==> src/rtl/adder_pkg.sv <==
// Shared word width, depth limit and controller state encoding for the
// multi-precision add/subtract sequencer.
`default_nettype none

package adder_pkg;

   localparam int WORD_W    = 24;
   localparam int MAX_WORDS = 16;

   typedef enum logic [1:0] {
      ST_IDLE = 2'd0,
      ST_RUN  = 2'd1,
      ST_DONE = 2'd2
   } state_t;

endpackage : adder_pkg

`default_nettype wire

==> src/rtl/bitwise_adder_24bit.sv <==
// 24-bit ripple-carry adder built from per-bit full adders.
`default_nettype none

module bitwise_adder_24bit
   import adder_pkg::*;
(
   input  logic [WORD_W-1:0] a_i,
   input  logic [WORD_W-1:0] b_i,
   input  logic              carry_i,
   output logic [WORD_W-1:0] sum_o,
   output logic              carry_o
);

   logic [WORD_W:0] w_c;

   assign w_c[0] = carry_i;

   for (genvar gi = 0; gi < WORD_W; gi++) begin : g_bit
      assign sum_o[gi]  = a_i[gi] ^ b_i[gi] ^ w_c[gi];
      assign w_c[gi+1]  = (a_i[gi] & b_i[gi]) | (w_c[gi] & (a_i[gi] ^ b_i[gi]));
   end

   assign carry_o = w_c[WORD_W];

endmodule : bitwise_adder_24bit

`default_nettype wire

==> src/rtl/adder_seq_ctrl.sv <==
// Multi-precision add/subtract sequencer: one shared 24-bit adder, fed one
// word per cycle LSW first, carry chained through a register.
`default_nettype none

module adder_seq_ctrl
   import adder_pkg::*;
#(
   parameter int WORDS = 3
)(
   input  logic                    clk,
   input  logic                    rst_n,
   input  logic                    in_valid,
   output logic                    in_ready,
   input  logic                    op_sub,
   input  logic [WORDS*WORD_W-1:0] a,
   input  logic [WORDS*WORD_W-1:0] b,
   input  logic                    carry_in,
   output logic                    out_valid,
   input  logic                    out_ready,
   output logic [WORDS*WORD_W-1:0] sum,
   output logic                    carry_out,
   output logic                    busy
);

   localparam int                 IDX_W    = (WORDS > 1) ? $clog2(WORDS) : 1;
   localparam logic [IDX_W-1:0]   LAST_IDX = IDX_W'(WORDS - 1);

   if (WORDS < 1 || WORDS > MAX_WORDS) begin : g_bad_words
      $fatal(1, "adder_seq_ctrl: WORDS=%0d outside 1..%0d", WORDS, MAX_WORDS);
   end

   state_t                    state_q, state_d;
   logic [IDX_W-1:0]          idx_q, idx_d;
   logic [WORDS*WORD_W-1:0]   a_q, a_d;
   logic [WORDS*WORD_W-1:0]   b_q, b_d;
   logic [WORDS*WORD_W-1:0]   sum_q, sum_d;
   logic                      carry_q, carry_d;
   logic                      cout_q, cout_d;

   logic [WORD_W-1:0]         w_a_word;
   logic [WORD_W-1:0]         w_b_word;
   logic [WORD_W-1:0]         w_sum_word;
   logic                      w_carry;

   assign w_a_word = a_q[idx_q*WORD_W +: WORD_W];
   assign w_b_word = b_q[idx_q*WORD_W +: WORD_W];

   bitwise_adder_24bit u_adder (
      .a_i     (w_a_word),
      .b_i     (w_b_word),
      .carry_i (carry_q),
      .sum_o   (w_sum_word),
      .carry_o (w_carry)
   );

   always_ff @(posedge clk or negedge rst_n) begin
      if (!rst_n) begin
         state_q <= ST_IDLE;
         idx_q   <= '0;
         a_q     <= '0;
         b_q     <= '0;
         sum_q   <= '0;
         carry_q <= 1'b0;
         cout_q  <= 1'b0;
      end else begin
         state_q <= state_d;
         idx_q   <= idx_d;
         a_q     <= a_d;
         b_q     <= b_d;
         sum_q   <= sum_d;
         carry_q <= carry_d;
         cout_q  <= cout_d;
      end
   end

   always_comb begin
      state_d = state_q;
      idx_d   = idx_q;
      a_d     = a_q;
      b_d     = b_q;
      sum_d   = sum_q;
      carry_d = carry_q;
      cout_d  = cout_q;
      case (state_q)
         ST_IDLE: begin
            // Subtract is a + ~b + 1, so invert b once here and seed the carry.
            if (in_valid) begin
               a_d     = a;
               b_d     = op_sub ? ~b : b;
               carry_d = op_sub ? 1'b1 : carry_in;
               idx_d   = '0;
               state_d = ST_RUN;
            end
         end
         ST_RUN: begin
            sum_d[idx_q*WORD_W +: WORD_W] = w_sum_word;
            carry_d = w_carry;
            if (idx_q == LAST_IDX) begin
               cout_d  = w_carry;
               state_d = ST_DONE;
            end else begin
               idx_d = idx_q + 1'b1;
            end
         end
         ST_DONE: begin
            if (out_ready) begin
               state_d = ST_IDLE;
            end
         end
         default: state_d = ST_IDLE;
      endcase
   end

   assign in_ready  = (state_q == ST_IDLE);
   assign out_valid = (state_q == ST_DONE);
   assign busy      = (state_q != ST_IDLE);
   assign sum       = sum_q;
   assign carry_out = cout_q;

endmodule : adder_seq_ctrl

`default_nettype wire

==> config.mk <==
export PLATFORM = sky130hd
export DESIGN_NAME = adder_seq_ctrl
export DESIGN_NICKNAME = d
export VERILOG_FILES = /design/src/rtl/adder_pkg.sv /design/src/rtl/bitwise_adder_24bit.sv /design/src/rtl/adder_seq_ctrl.sv
export SDC_FILE = /design/constraint.sdc
export NUM_CORES = 1
export LEC_CHECK = 0
export ABC_AREA = 1
export BUFFER_PORTS_ARGS = -buffer_cell sky130_fd_sc_hd__buf_2
export CAP_MARGIN = 20
export CORE_ASPECT_RATIO = 1.1
export CORE_MARGIN = 3
export CORE_UTILIZATION = 32
export CTS_CLUSTER_SIZE = 20
export DETAILED_ROUTE_END_ITERATION = 16
export GPL_TIMING_DRIVEN = 0
export PLACE_DENSITY = 0.58
export SETUP_SLACK_MARGIN = 0.02
export SLEW_MARGIN = 20
export SYNTH_ARGS = -nofsm -noshare
export SYNTH_HDL_FRONTEND = slang
export SYNTH_SLANG_ARGS = --single-unit
==> constraint.sdc <==
create_clock -name clk -period 12.5 [get_ports clk]
set_input_delay 3.125 -clock clk [delete_from_list [all_inputs] [get_ports clk]]
set_output_delay 3.125 -clock clk [all_outputs]
set_load 0.01 [all_outputs]
Word level (Yosys, flattened, before mapping). Cells that the tools add are included.

Register bits after elaboration: 222. Input bits: 150. Logic and storage cells: 162.

Multipliers: 1. Bitwise logic cells: 121. Shifts and indexed selects: 4. Reductions and logical operators: 8. Add/subtract/negate cells: 2. Equality and inequality tests: 7. Multiplexer cells: 12.

Operator list (number): variable part select 72 x 8 -> 24 bit (2); bitwise mux 72 bit (1); two-way mux 72 bit (1); NOT 72 bit (1); variable shift 24 x 34 -> 72 bit, first input constant (1); variable part select 24 x 34 -> 72 bit (1); AND 1 bit (48); bitwise XOR 1 bit (48); negator 7 -> 34 bit (1); bitwise OR 1 bit (24); two-way mux 2 bit (5); != test 2 bit, second input constant (3); one-hot mux 2 bit (3 select lines) (1); AND reduction 2 bit (3); AND reduction 3 bit (2); equality test 2 bit, second input constant (2); multiplier 2 x 2 -> 4 bit, second input constant (1); one-hot mux 2 bit (2 select lines) (1); nonzero test 2 bit (2); adder 2 x 1 -> 2 bit, second input constant (1); equality test 2 x 1 -> 1 bit, second input constant (1); logical NOT 2 bit (1); two-way mux 1 bit (2); != test 2 x 1 -> 1 bit, second input constant (1); one-hot mux 1 bit (2 select lines) (1).

Logic depth before layout (Yosys ltp). Gate-level depths: netlist (run 1).

Word-level depth: 52. Gate-level depth with buffers: 43. Gate-level depth less buffers: 40.

Cells and area by module. From an unflattened synthesis (run 1), not the netlist that was laid out.

Cell total of the unflattened synthesis: 1458. Area, all modules: 11707.5 µm².

By module, submodules not included: adder_seq_ctrl (area each 11189.5 µm², cells an instance 1424, instances 1, seq. area each 5555.3 µm²); bitwise_adder_24bit (area each 518.0 µm², cells an instance 34, instances 1, seq. area each 0.0 µm²).

Least setup slack after synthesis (run 1). Ideal clock, no wire load.

Path type: reg-to-reg. Start: register idx_q[0]. End: register sum_q[47] (netlist: sum[47]). Arrival time: 9902 ps. Cell stages (with the launch flop): 42. Library setup time: 116 ps. Path slack: 2482 ps. Path through: dfrtp_1 buf_4 nor2_1 clkbuf_1 a22oi_1 fa_1 fa_1 fa_1 fa_1 fa_1 inv_1 fa_1 fa_1 inv_1 fa_1 fa_1 fa_1 fa_1 (+6 left out) fa_1 fa_1 fa_1 fa_1 fa_1 fa_1 inv_1 fa_1 inv_1 fa_1 inv_1 fa_1 nand3_1 nand2_1 nand2_1 nand2_1 nand2_1 nand2_1.

Longest elaborated chain between the ends: 52. Elaborated cells between the ends (all ways): 124. Those cells by class: add/sub: 1; mul: 1; shift: 4; mux: 1; bitwise: 117.

Ends and longest elaborated chain: start: declaration (line adder_seq_ctrl.sv:33) `logic [IDX_W-1:0] idx_q, idx_d;`; start signal: assignment (line adder_seq_ctrl.sv:67) `idx_q <= idx_d;`; multiplier 2 x 2 -> 4 bit * (line adder_seq_ctrl.sv:45, adder_seq_ctrl.sv:46, adder_seq_ctrl.sv:96); variable part select 72 x 8 -> 24 bit (on tied branches) (line adder_seq_ctrl.sv:45, adder_seq_ctrl.sv:46); bitwise XOR 1 bit (line bitwise_adder_24bit.sv:19, bitwise_adder_24bit.sv:20); AND 1 bit (line bitwise_adder_24bit.sv:20) `assign w_c[gi+1] = (a_i[gi] & b_i[gi]) | (w_c[gi] & (a_i[gi] ^ b_i[gi]));`; bitwise OR 1 bit (line bitwise_adder_24bit.sv:20); AND 1 bit (line bitwise_adder_24bit.sv:20); bitwise OR 1 bit (line bitwise_adder_24bit.sv:20); AND 1 bit (line bitwise_adder_24bit.sv:20); (+36 left out); bitwise OR 1 bit (line bitwise_adder_24bit.sv:20); AND 1 bit (line bitwise_adder_24bit.sv:20); bitwise OR 1 bit (line bitwise_adder_24bit.sv:20); AND 1 bit (line bitwise_adder_24bit.sv:20); bitwise OR 1 bit (line bitwise_adder_24bit.sv:20); bitwise XOR 1 bit (line bitwise_adder_24bit.sv:19) `assign sum_o[gi] = a_i[gi] ^ b_i[gi] ^ w_c[gi];`; variable part select 24 x 34 -> 72 bit (line adder_seq_ctrl.sv:96) `sum_d[idx_q*WORD_W +: WORD_W] = w_sum_word;`; bitwise mux 72 bit * (line adder_seq_ctrl.sv:96); end signal: assignment (line adder_seq_ctrl.sv:70) `sum_q <= sum_d;`; end: declaration (line adder_seq_ctrl.sv:36) `logic [WORDS*WORD_W-1:0] sum_q, sum_d;`.

Mark *: on every way between the ends. The rest lies on a longest branch, timed or not. A chain may end at the register's enable or synchronous reset.

Worst setup path after layout (run 1). Same ends and word-level chain as after synthesis.

==> results of run 1 <==
## worst min-delay path, stage by stage (launching register included)
cell and delay [ns]:
dfrtp_1 0.34, nand2_1 0.05, nand2_1 0.05
## stage by stage
step                setup slack (ns)  area (µm²)
CTS                             1.47       14300
detailed placement              1.50       13500
finish                          1.41       14300
global route                   0.985       14300
floorplan                       2.48       11700
global placement                1.60       13400
## metal layers
metal,global-route usage,share of wire,up-vias
li1,-,-,5093
met3,0.0294,0.054,58
met5,0,0,-
met2,0.359,0.49,333
met4,0.0527,0.026,0
met1,0.259,0.43,5002
## power breakdown
part           switching [mW]  internal, mW
clock                   0.291         0.418
combinational            1.81         0.916
sequential              0.192          1.04
## synth_stat cells, types with 3 or more instances
master | n | share of area
a2bb2oi_1 | 18 | 0.013
nand2_2 | 5 | 0.0027
inv_2 | 3 | 0.00096
xnor2_1 | 72 | 0.054
dfrtp_1 | 222 | 0.47
fa_1 | 24 | 0.041
o22ai_1 | 8 | 0.0043
inv_1 | 62 | 0.020
a21oi_1 | 24 | 0.010
buf_6 | 8 | 0.0077
a22oi_1 | 18 | 0.012
nand2_1 | 540 | 0.17
nand3_1 | 88 | 0.038
ha_1 | 5 | 0.0053
nor2_1 | 90 | 0.029
o21ai_0 | 149 | 0.064
clkbuf_1 | 25 | 0.0080
nand3b_1 | 6 | 0.0038
nor2_4 | 5 | 0.0048
buf_4 | 10 | 0.0064
buf_2 | 50 | 0.021
## sequential cells by signal, summed over array words and instances (netlist names)
name       count
carry_out      1
a_q           72
idx_q          2
sum           72
b_q           72
state_q        2
carry_q        1
## how the worst min path moves through the flow
stage                        from       to  slack (ns)  cells past startpoint
after floorplan           a_q[13]  a_q[13]        0.44                      2
after global placement    sum[71]  sum[71]        0.46                      2
after detailed placement   sum[8]   sum[8]        0.46                      2
after CTS                  sum[8]   sum[8]        0.48                      2
after global routing      a_q[19]  a_q[19]        0.50                      2
final                      sum[8]   sum[8]        0.47                      2
## logic make-up after synthesis
group / share of synthesized area
compound gates: 0.107
xor+xnor: 0.0539
fa+ha+maj: 0.0464
buf+inv: 0.0648
flops: 0.475
simple gates: 0.253
## layout make-up
cell class	instances	area share
repair buffers	226	0.0831
clock inverters	4	0.00193
plain buffers	93	0.0357
multi-input cells	1062	0.377
well taps	481	0.0421
inverters	66	0.0174
clock buffers	38	0.0535
flip-flops and latches	222	0.389
==> metrics.yaml, run 1 <==
clock_network:
  htree_levels: 1
  clockRootBuffer: "clkbuf_16"
  clock_path_buffers: 3
  post_cts_resized: 0
  clk_pin_slew_ns: 0.06
  cts_hold_buf: 0
  cts_tree: "done"
  cts-buffers-inserted: 25
  post_cts_buffers: 0
  clkLatencyLatePin_ns: 0.52
  clock-sinks: 222
synth:
  synth-main-ff-cell: "dfrtp_1"
  syn_inst: 1443
  syn_area_mm2: 0.0117
  ys_async_sr_fraction: 1.00
  yosysUniqueCellTypes: 28
  syn-num-nets: 1622
  synth-seq-area-share: 0.475
  synth-warning-count: 0
  ys_seq_elements: 222
  synth_edf_count: 0
  avgSynthCellArea_um2: 8.11
timing:
  final.setup_skew_ns: 0.0157
  maxSlewHeadroom: 0.550
  finalCriticalPeriod_ns: 11.09
  worst_pin_slew_ns: 0.674
  max_freq_mhz: 90.2
  tns_ns: 0
  timing.final.crit_share: 0.887
  setup_viol: 0
  slew_viol_final: 0
  hold_viol: 0
  whs_ns: 0.472
  rsz0062_at_grt: "no"
floorplan:
  start_util: 0.329
  io_pins: 226
  die_w_um: 188
  num_rows: 72
  die_height_um: 207
  dieArea_mm2: 0.0389
  core_mm2: 0.0356
setup_path:
  critPathLaunchType: "register"
  critPathCaptureType: "register"
  cp.required_ns: 12.91
  worstSetupPathDepth: 42
  arrival_ns: 11.50
  crit_family: "adder cells"
  r2r_end: "sum[47]"
  crit_end: "sum[47]"
  worstReg2RegStart: "idx_q[0]"
  critical_path.max_fanout: 10
  crit_slowest_cell: "fa_1"
  startpoint: "idx_q[0]"
  slowest_delay_ns: 0.55
  worst-r2r-cell-count: 42
  path_common_cell: "fa_1"
  rrSetupSlack_ns: 1.41
  worst-path-buf-inv: 10
  criticalPathCategory: "register to register"
pwr:
  power.total_mw: 4.66
  p_per_area_mw_per_mm2: 327
  ir_drop_mv: 0.179
  leakage_nw: 7.47
final_layout:
  stdcell_count: 2192
  diodes: 0
  final_util: 0.401
  mostFrequentLayoutCell: "nand2_1"
  drive_gt1_frac: 0.204
  seq_area_mm2: 0.00556
  syn2layout_area_growth_pct: 22.1
  fill_cells: 3722
  multi_input_area_mm2: 0.00539
  mostFrequentLayoutCells: "nand2_1 (540), buf_2 (273), dfrtp_1 (222)"
  final_nets: 1875
drt:
  wl_per_cell_um: 18.2
  vias: 10486
  postRouteAntennaNets: 0
  vias_per_cell: 4.78
  drt_pass1_iterations: 5
  drt_iter0_markers: 713
  drc: 0
  wirelength_um: 40000
job:
  drv_cap: 0
global_route:
  globalRouteOverflowTotal: 0
  grt_max_degree: 89
  track_usage: 0.202
  antenna_found_initial: 0
  grt_pass1_vias: 10782
  grt_first_pass_wirelength_um: 60900
place:
  dp.final_hpwl_um: 31400
  dp_cells: 2150
  gp_congestion: 0.909
  io_buffers: 224
run_status:
  status: "finished, final reports clean"
worst_hold_path:
  hold_path.class: "register to register"
No activity file was read; power rests on OpenSTA's default activity.
==> run 2: changes to the inputs <==
--- a/config.mk
+++ b/config.mk
@@ -14,7 +14,7 @@
 export CTS_CLUSTER_SIZE = 20
 export DETAILED_ROUTE_END_ITERATION = 16
 export GPL_TIMING_DRIVEN = 0
-export PLACE_DENSITY = 0.58
+export PLACE_DENSITY = 0.51
 export SETUP_SLACK_MARGIN = 0.02
 export SLEW_MARGIN = 20
 export SYNTH_ARGS = -nofsm -noshare
==> run 2 against run 1 <==
Effect of this change:
- clock-buffer cell count is 5 lower
- clock power grew 13%
- combinational power rose by 1%
- via count shrank 1.0%
- sequential power is essentially flat
- register-to-register slack worse by 0.18 ns
==> metrics.yaml, run 2 (synthesis results as in run 1) <==
timing:
  maxSlewHeadroom: 0.554
  worst_pin_slew_ns: 0.669
  setup_viol: 0
  timing.final.crit_share: 0.902
  tns_ns: 0
  slew_viol_final: 0
  final.setup_skew_ns: 0.0171
  finalCriticalPeriod_ns: 11.27
  whs_ns: 0.472
  setup_ws_ns: 1.23
  hold_viol: 0
  max_freq_mhz: 88.7
  rsz0062_at_grt: "no"
clock_network:
  clkLatencyLatePin_ns: 0.53
  cts-buffers-inserted: 25
  clock-sinks: 222
  post_cts_resized: 0
  htree_levels: 1
  clock_path_buffers: 3
  cts_tree: "done"
  clockRootBuffer: "clkbuf_16"
  clk_pin_slew_ns: 0.06
  post_cts_buffers: 0
  cts_hold_buf: 0
place:
  gp_congestion: 0.914
  pre_cts_ws_ns: 1.35
  io_buffers: 224
  dp.final_hpwl_um: 31900
final_layout:
  mostFrequentLayoutCells: "nand2_1 (540), buf_2 (273), dfrtp_1 (222)"
  final_nets: 1875
  syn2layout_area_growth_pct: 22.9
  drive_gt1_frac: 0.204
  fill_cells: 3778
  diodes: 0
  mostFrequentLayoutCell: "nand2_1"
global_route:
  track_usage: 0.205
  antenna_found_initial: 0
  grt_pass1_vias: 10722
  grt_max_degree: 77
  globalRouteOverflowTotal: 0
  grt_first_pass_wirelength_um: 61200
pwr:
  p_seq_frac: 0.258
  ir_drop_mv: 0.182
  intPower_mw: 2.46
  switching_share: 0.487
  p_switching_mw: 2.34
  pwr-share-clk: 0.167
  p_per_area_mw_per_mm2: 334
  leakage_nw: 7.50
  p_comb_frac: 0.576
floorplan:
  io_pins: 226
  die_w_um: 188
  start_util: 0.329
  num_rows: 72
  core_mm2: 0.0356
  die_height_um: 207
  dieArea_mm2: 0.0389
worst_hold_path:
  hold_path.class: "register to register"
  hp-start: "sum[9]"
setup_path:
  critical_path.max_fanout: 10
  crit_family: "adder cells"
  worst-path-buf-inv: 10
  path_common_cell: "fa_1"
  startpoint: "idx_q[0]"
  arrival_ns: 11.67
  criticalPathCategory: "register to register"
  worstReg2RegStart: "idx_q[0]"
  critPathLaunchType: "register"
  slowest_delay_ns: 0.56
  crit_slowest_cell: "fa_1"
  critPathCaptureType: "register"
  cp.required_ns: 12.90
drt:
  drt_pass1_iterations: 5
  wl_per_cell_um: 18.5
  vias: 10379
  postRouteAntennaNets: 0
  vias_per_cell: 4.73
  drc: 0
  wirelength_um: 40500
  drt_iter0_markers: 591
job:
  drv_cap: 0
run_status:
  status: "finished, final reports clean"
## run 2: changes by cell type in the layout (fill, tap and decap cells not counted)
cell        previous run  this run
clkinvlp_4             0         2
bufinv_16              0         6
clkinv_4               1         0
clkbuf_8               9         2
clkinv_2               3         4
inv_6                  1         0
clkbuf_1              29        31
## run 2: worst register-to-register path: cells and delay by family (launching register included)
kind | cells | cell delay (ns)
compound gates | 1 | 0.19
simple gates | 6 | 0.71
buf+inv | 10 | 1.27
flops | 1 | 0.48
fa+ha+maj | 24 | 8.48
## run 2: per-stage QoR
step	cell area, µm²	power, mW	utilization	std cells
floorplan	11700	2.90	-	1443
global placement	13400	3.96	0.377	2148
detailed placement	13500	3.98	0.379	2150
CTS	14400	4.80	0.404	2194
global route	14400	5.18	0.404	2194
finish	14400	4.80	0.404	2194
## run 2: metal layers
layer,vias to the layer above,global-route usage,routed length (µm)
li1,5111,-,-
met1,4915,0.265,17700
met2,282,0.362,19900
met3,71,0.0304,1920
met4,0,0.0548,947
met5,-,0,0
## run 2: final timing paths
path	cells past startpoint	slack (ns)	to
max	41	1.23	sum[7]
min	2	0.47	sum[9]
max reg2reg	41	1.23	sum[7]
min reg2reg	2	0.47	sum[9]
max in group asynchronous	2	9.11	a_q[30]
min in group asynchronous	1	2.57	sum[23]
## run 2: layout make-up
cell class / count / area (µm²) / share of cell area
Buffer: 93 / 509 / 0.0354
Clock buffer: 33 / 676 / 0.0470
Clock inverter: 11 / 210 / 0.0146
Inverter: 66 / 249 / 0.0173
Multi-Input combinational cell: 1062 / 5390 / 0.375
Sequential cell: 222 / 5560 / 0.386
Tap cell: 481 / 602 / 0.0419
Timing Repair Buffer: 226 / 1190 / 0.0825
## run 2: power groups by stage
stage | Clock [mW] | Combinational, mW | Sequential, mW
after global routing | 0.851 | 3.06 | 1.27
final | 0.799 | 2.76 | 1.24
after floorplan | 0 | 1.68 | 1.22
after CTS | 0.816 | 2.75 | 1.24
after detailed placement | 0 | 2.74 | 1.25
after global placement | 0 | 2.72 | 1.24
